`src/rtl/banco_reg_sb_if.sv`:
```
// rtl/banco_reg_sb_if.sv - register file read/write/reserve bus
//  Groups the two read ports (dl/q/b), the write port (we/de/dato) and
//  the reservation port (rsv/dr) of banco_reg_sb.
//  master: the datapath that drives addresses, writes and reservations.
//  slave : the register file, which returns read data and busy flags.
interface banco_reg_sb_if #(
  parameter int DW = 32,
  parameter int AW = 5
);
  logic [AW-1:0] dl1;
  logic [AW-1:0] dl2;
  logic [DW-1:0] q1;
  logic [DW-1:0] q2;
  logic          b1;
  logic          b2;
  logic          we;
  logic [AW-1:0] de;
  logic [DW-1:0] dato;
  logic          rsv;
  logic [AW-1:0] dr;

  modport master (
    output dl1, dl2, we, de, dato, rsv, dr,
    input  q1, q2, b1, b2
  );

  modport slave (
    input  dl1, dl2, we, de, dato, rsv, dr,
    output q1, q2, b1, b2
  );
endinterface

```
`src/rtl/banco_reg_sb.sv`:
```
// rtl/banco_reg_sb.sv - multi-read register file with busy scoreboard
//  Two combinational read ports, one clocked write port, optional hard-zero
//  register 0, optional write-to-read bypass and a per-register busy bit
//  set by a reservation and cleared by the write that resolves it.
//  Ports:
//    clk   : clock, all state changes on the rising edge
//    rst_n : asynchronous active-low reset, clears data and busy bits
//    bus   : banco_reg_sb_if.slave (read ports, write port, reservation)
module banco_reg_sb #(
  parameter int DW      = 32,
  parameter int AW      = 5,
  parameter int ZERO_R0 = 1,
  parameter int BYPASS  = 1
) (
  input  logic              clk,
  input  logic              rst_n,
  banco_reg_sb_if.slave     bus
);
  localparam int DEPTH = 1 << AW;

  logic [DW-1:0]    mem [DEPTH];
  logic [DEPTH-1:0] busy;
  logic [DEPTH-1:0] busy_nxt;
  logic             wr_ok;

  // A write to the hard-zero register is dropped entirely.
  assign wr_ok = bus.we && !((ZERO_R0 != 0) && (bus.de == '0));

  // Clear on write first, then set on reserve, so a same-register
  // reserve+write leaves the register busy for the newly issued producer.
  always_comb begin
    busy_nxt = busy;
    if (bus.we)  busy_nxt[bus.de] = 1'b0;
    if (bus.rsv) busy_nxt[bus.dr] = 1'b1;
    if (ZERO_R0 != 0) busy_nxt[0] = 1'b0;
  end

  always_ff @(posedge clk or negedge rst_n) begin
    if (!rst_n) begin
      for (int i = 0; i < DEPTH; i++) mem[i] <= '0;
      busy <= '0;
    end else begin
      if (wr_ok) mem[bus.de] <= bus.dato;
      busy <= busy_nxt;
    end
  end

  // Forwarding is suppressed while in reset so the outputs stay 0 even if
  // a write is being presented.
  logic fwd1, fwd2;
  assign fwd1 = (BYPASS != 0) && rst_n && bus.we && (bus.de == bus.dl1);
  assign fwd2 = (BYPASS != 0) && rst_n && bus.we && (bus.de == bus.dl2);

  always_comb begin
    bus.q1 = mem[bus.dl1];
    bus.b1 = busy[bus.dl1];
    if ((ZERO_R0 != 0) && (bus.dl1 == '0)) begin
      bus.q1 = '0;
      bus.b1 = 1'b0;
    end else if (fwd1) begin
      bus.q1 = bus.dato;
      bus.b1 = 1'b0;
    end
  end

  always_comb begin
    bus.q2 = mem[bus.dl2];
    bus.b2 = busy[bus.dl2];
    if ((ZERO_R0 != 0) && (bus.dl2 == '0)) begin
      bus.q2 = '0;
      bus.b2 = 1'b0;
    end else if (fwd2) begin
      bus.q2 = bus.dato;
      bus.b2 = 1'b0;
    end
  end
endmodule

```
`src/flat_wrapper.sv`:
```
// flat-port wrapper written by rule: the top's interface ports become plain ports
module banco_reg_sb_flat 
#(
  parameter int DW      = 32,
  parameter int AW      = 5,
  parameter int ZERO_R0 = 1,
  parameter int BYPASS  = 1
)
  (clk, rst_n, bus_dl1, bus_dl2, bus_we, bus_de, bus_dato, bus_rsv, bus_dr, bus_q1, bus_q2, bus_b1, bus_b2);
  banco_reg_sb_if #(.DW(DW), .AW(AW)) bus_i ();
  input  logic clk;
  input  logic rst_n;
  input wire logic [$bits(bus_i.dl1)-1:0] bus_dl1;
  input wire logic [$bits(bus_i.dl2)-1:0] bus_dl2;
  input wire logic [$bits(bus_i.we)-1:0] bus_we;
  input wire logic [$bits(bus_i.de)-1:0] bus_de;
  input wire logic [$bits(bus_i.dato)-1:0] bus_dato;
  input wire logic [$bits(bus_i.rsv)-1:0] bus_rsv;
  input wire logic [$bits(bus_i.dr)-1:0] bus_dr;
  output wire logic [$bits(bus_i.q1)-1:0] bus_q1;
  output wire logic [$bits(bus_i.q2)-1:0] bus_q2;
  output wire logic [$bits(bus_i.b1)-1:0] bus_b1;
  output wire logic [$bits(bus_i.b2)-1:0] bus_b2;
  assign bus_i.dl1 = bus_dl1;
  assign bus_i.dl2 = bus_dl2;
  assign bus_i.we = bus_we;
  assign bus_i.de = bus_de;
  assign bus_i.dato = bus_dato;
  assign bus_i.rsv = bus_rsv;
  assign bus_i.dr = bus_dr;
  assign bus_q1 = bus_i.q1;
  assign bus_q2 = bus_i.q2;
  assign bus_b1 = bus_i.b1;
  assign bus_b2 = bus_i.b2;
  banco_reg_sb #(.DW(DW), .AW(AW), .ZERO_R0(ZERO_R0), .BYPASS(BYPASS)) u_core (.clk(clk), .rst_n(rst_n), .bus(bus_i));
endmodule
```
`config.mk`:
```
export PLATFORM = sky130hd
export DESIGN_NAME = banco_reg_sb_flat
export DESIGN_NICKNAME = d
export VERILOG_FILES = /design/src/rtl/banco_reg_sb_if.sv /design/src/rtl/banco_reg_sb.sv /design/src/flat_wrapper.sv
export SDC_FILE = /design/constraint.sdc
export NUM_CORES = 2
export LEC_CHECK = 0
export BUFFER_PORTS_ARGS = -buffer_cell sky130_fd_sc_hd__buf_2
export CAP_MARGIN = 25
export CORE_UTILIZATION = 40
export CTS_BUF_LIST = sky130_fd_sc_hd__clkbuf_8
export DETAILED_ROUTE_END_ITERATION = 16
export PLACE_DENSITY = 0.63
export SLEW_MARGIN = 0
export SYNTH_ARGS = -nofsm -noshare
export SYNTH_HDL_FRONTEND = slang
export SYNTH_SLANG_ARGS = --single-unit
```
`constraint.sdc`:
```
create_clock -name clk -period 2.4 [get_ports clk]
set_clock_uncertainty 0.1 [all_clocks]
set_input_delay 0.12 -clock clk [delete_from_list [all_inputs] [get_ports clk]]
set_output_delay 0.12 -clock clk [all_outputs]
set_load 0.005 [all_outputs]
```
==> qor.txt <==
status -> complete, but fails checks
violated checks -> setup timing
synthesis-to-layout area growth -> 19.37%
layout cells sized above 1 -> 55.43%
top cell type's share of synthesized area -> 46.43%
pin count of the biggest net entering global routing -> 162
RSZ-0062 raised after global routing -> true
Max Slew Vio Count -> 0
Highest Clock Rate -> 0.3377 GHz
WL/cell -> 29.65 um
fin worst setup slack -> -0.5608 ns
synth top area cells -> dfrtp_1, mux2_2, mux4_2
min Tclk post-route -> 2.961 ns
Setup CP Type -> reg -> out
post-synthesis sequential area ratio -> 46.43%
Bufs and invs on worst path -> 1
antenna violations before repair -> 5
total I/O pin count -> 122
WP data required -> 2.18 ns
site row count -> 137
Nets -> 4289
leakage -> 29.54 nW
worst hold endpoint -> u_core.busy[26]
Tcrit/Tclk final -> 123.4%
Ys Warns -> 0
critical path launch point type -> register
min-delay worst type -> in -> reg
Initial Util -> 40.55%
Final Hold Viols -> 0
EDFF count, synth -> 0
hold path cells -> 4
Initial DRC Count -> 3707
Clock Sinks -> 1055
TritonCTS clock tree -> done
CTS HTree Levels -> 4
WP data arrival -> 2.74 ns
Global Route Usage Sum -> 26.04%
core area -> 140200 um^2
clk buf depth -> 3
Post-Syn Area -> 56860 um^2
Reg-to-Reg Start -> u_core.busy[28]
Post-DRT Antenna Nets -> 0
# DRC -> 0
DP HPWL -> 115.4 mm
final WL -> 185.3 mm
max incr delay on CP -> 0.50 ns
Tot Pwr -> 52.23 mW
Worst Reg2Reg Path Length in Cells -> 3
vias in the first global route -> 40130
Hold WS -> 0.1082 ns
Port Buffer Count -> 121
MaxCap Viol Count -> 0
max_slew headroom -> 23.49%
reg2reg end -> u_core.busy[28]
number of register bits inferred by synthesis -> 1055
Fillers -> 12240
Worst-Skew Late Latency -> 0.92 ns
clk slew on worst S/H paths -> 0.06 ns
Reg2Reg Setup Slack -> 1.02 ns
post-synth cell types -> 54
GPL Wtd Cong -> 0.8348
final setup vio count -> 66
DRT Pass-1 Iters -> 5
critical path peak fanout -> 3
Die X -> 379.0 um
area leader, netlist -> dfrtp_1
Die Ht -> 379.0 um
Primary FF master, synth -> dfrtp_1
cell count after synthesis -> 3933
die area -> 143700 um^2
DR vias -> 38910
Worst path top cell family by delay -> compound AO/OA/AOI/OAI gates
CTS Buf Count -> 177
worst hold start -> bus_dr[4]
first-pass GRT wire length -> 275.1 mm
Tightest Pin Transition -> 1.143 ns
CP cell instances -> mux4_2, nor2b_4, a211oi_2, a21oi_1, a221o_1, buf_2
global route total overflow -> 0
CP max-delay cell -> mux4_2
Vias per Instance -> 6.226
clock root cell -> clkbuf_8
mean area per synthesized cell -> 14.46 um^2
power per cell area -> 769.5 nW/um^2
CP endpoint kind -> primary output
syn nets -> 3989
Post-synth ARST share -> 100.0%
Max VDD drop -> 0.5305 mV
power by group:
part	internal, mW	total (mW)	switching, mW
sequential	21.2	23.7	2.49
clock	8.84	16.6	7.80
combinational	7.12	11.9	4.77
per-stage QoR:
step,setup slack (ns),area [um^2],instances,utilization [%],TNS [ns]
after floorplan,0.2907,56860,3933,-,0
after global placement,-0.1194,62100,5819,44.29,-0.5828
after detailed placement,-0.1191,62100,5819,44.29,-0.5659
after CTS,-0.6509,67480,6244,48.12,-31.42
after global routing,-0.6662,67880,6250,48.41,-32.65
final,-0.5608,67880,6250,48.41,-25.94
cell type report:
type	count	area [um^2]	share of cell area, %
well taps	1876	2347	3.458
flip-flops and latches	1055	26400	38.90
multi-input cells	2428	29690	43.75
diodes	1	2.502	0.003687
clock inverters	91	513.0	0.7558
clock buffers	228	3138	4.623
repair buffers	565	5758	8.483
inverters	6	22.52	0.03318
worst register-to-register path, cell delays in order (launching register included):
cell	delay (ns)
dfrtp_1	0.38
o21ai_0	0.09
o21ai_0	0.11
dlygate4sd3_1	0.57
metal layers:
| layer | GRT usage, % | part of all wire [%] |
|---|---|---|
| met1 | 34.97 | 42 |
| met2 | 41.27 | 47 |
| met3 | 5.587 | 6.9 |
| met4 | 9.921 | 3.8 |
| met5 | 0 | 0.018 |
cell usage in the layout (no fill, tap or decap), types with 33 or more instances in the layout:
master         Yosys  routed
a221oi_1          83      71
dfrtp_1         1055    1055
mux4_2           437     437
dlygate4sd3_1      0      65
a211oi_2           0      33
inv_1              3      55
buf_4             39     254
mux2_2           995     994
a21oi_1           72      46
buf_2             79     108
clkbuf_8           0     229
o21ai_0           87      64
mux2i_1          240     232
buf_12             0     122
cells in the mapped netlist, drive strengths merged (6+ instances only):
master,number
dfrtp,1055
mux2,1003
mux4,437
clkbuf,254
mux2i,240
buf,190
o21ai,90
a221oi,83
a21oi,72
a211oi,63
nor2,45
nor2b,42
o22ai,41
nand2,40
nor3,35
a22o,28
a221o,26
a22oi,26
nand3,22
nand2b,16
a211o,15
nor4,13
nor3b,12
o21bai,11
xnor2,10
nand3b,9
and3,6
state kept, by name (all words and copies together) (netlist names):
signal       cells
u_core.busy     31
u_core.mem    1024
worst max path at each step:
stage / slack, ns / cells after the start / startpoint / endpoint
final: -0.56 / 6 / u_core.mem[944] / bus_q2[16]
after global routing: -0.67 / 6 / u_core.mem[912] / bus_q2[16]
after detailed placement: -0.12 / 10 / bus_dl2[0] / bus_q2[8]
after CTS: -0.65 / 6 / u_core.mem[912] / bus_q2[16]
after floorplan: 0.29 / 8 / bus_dl2[1] / bus_q2[20]
after global placement: -0.12 / 10 / bus_dl2[0] / bus_q2[8]
repair_timing:
item | 4_1_cts | 5_1_grt
cloned | 0 | 0
buffers inserted | 52 | 9
gates resized for setup | 168 | 69
hold buffers | 65 | 0
hold endpoints to repair | 1826 | 0
pin swaps | 144 | 40
endpoints found under the setup margin | 66 | 66
cells by family (layout without fill, tap and decap cells):
family                    count (synthesis)  after routing  share of synthesized area [%]
muxes                                  1680           1680                          41.40
DFF                                    1055           1055                          46.43
AOI/OAI and AO/OA                       479            479                          5.959
buffers and inverters                   450            890                          3.620
and+or+nand+nor                         259            259                          2.442
xor gates and xnor gates                 10             10                         0.1540
other                                     0              1                              0
No activity file was read; power rests on OpenSTA's default activity.
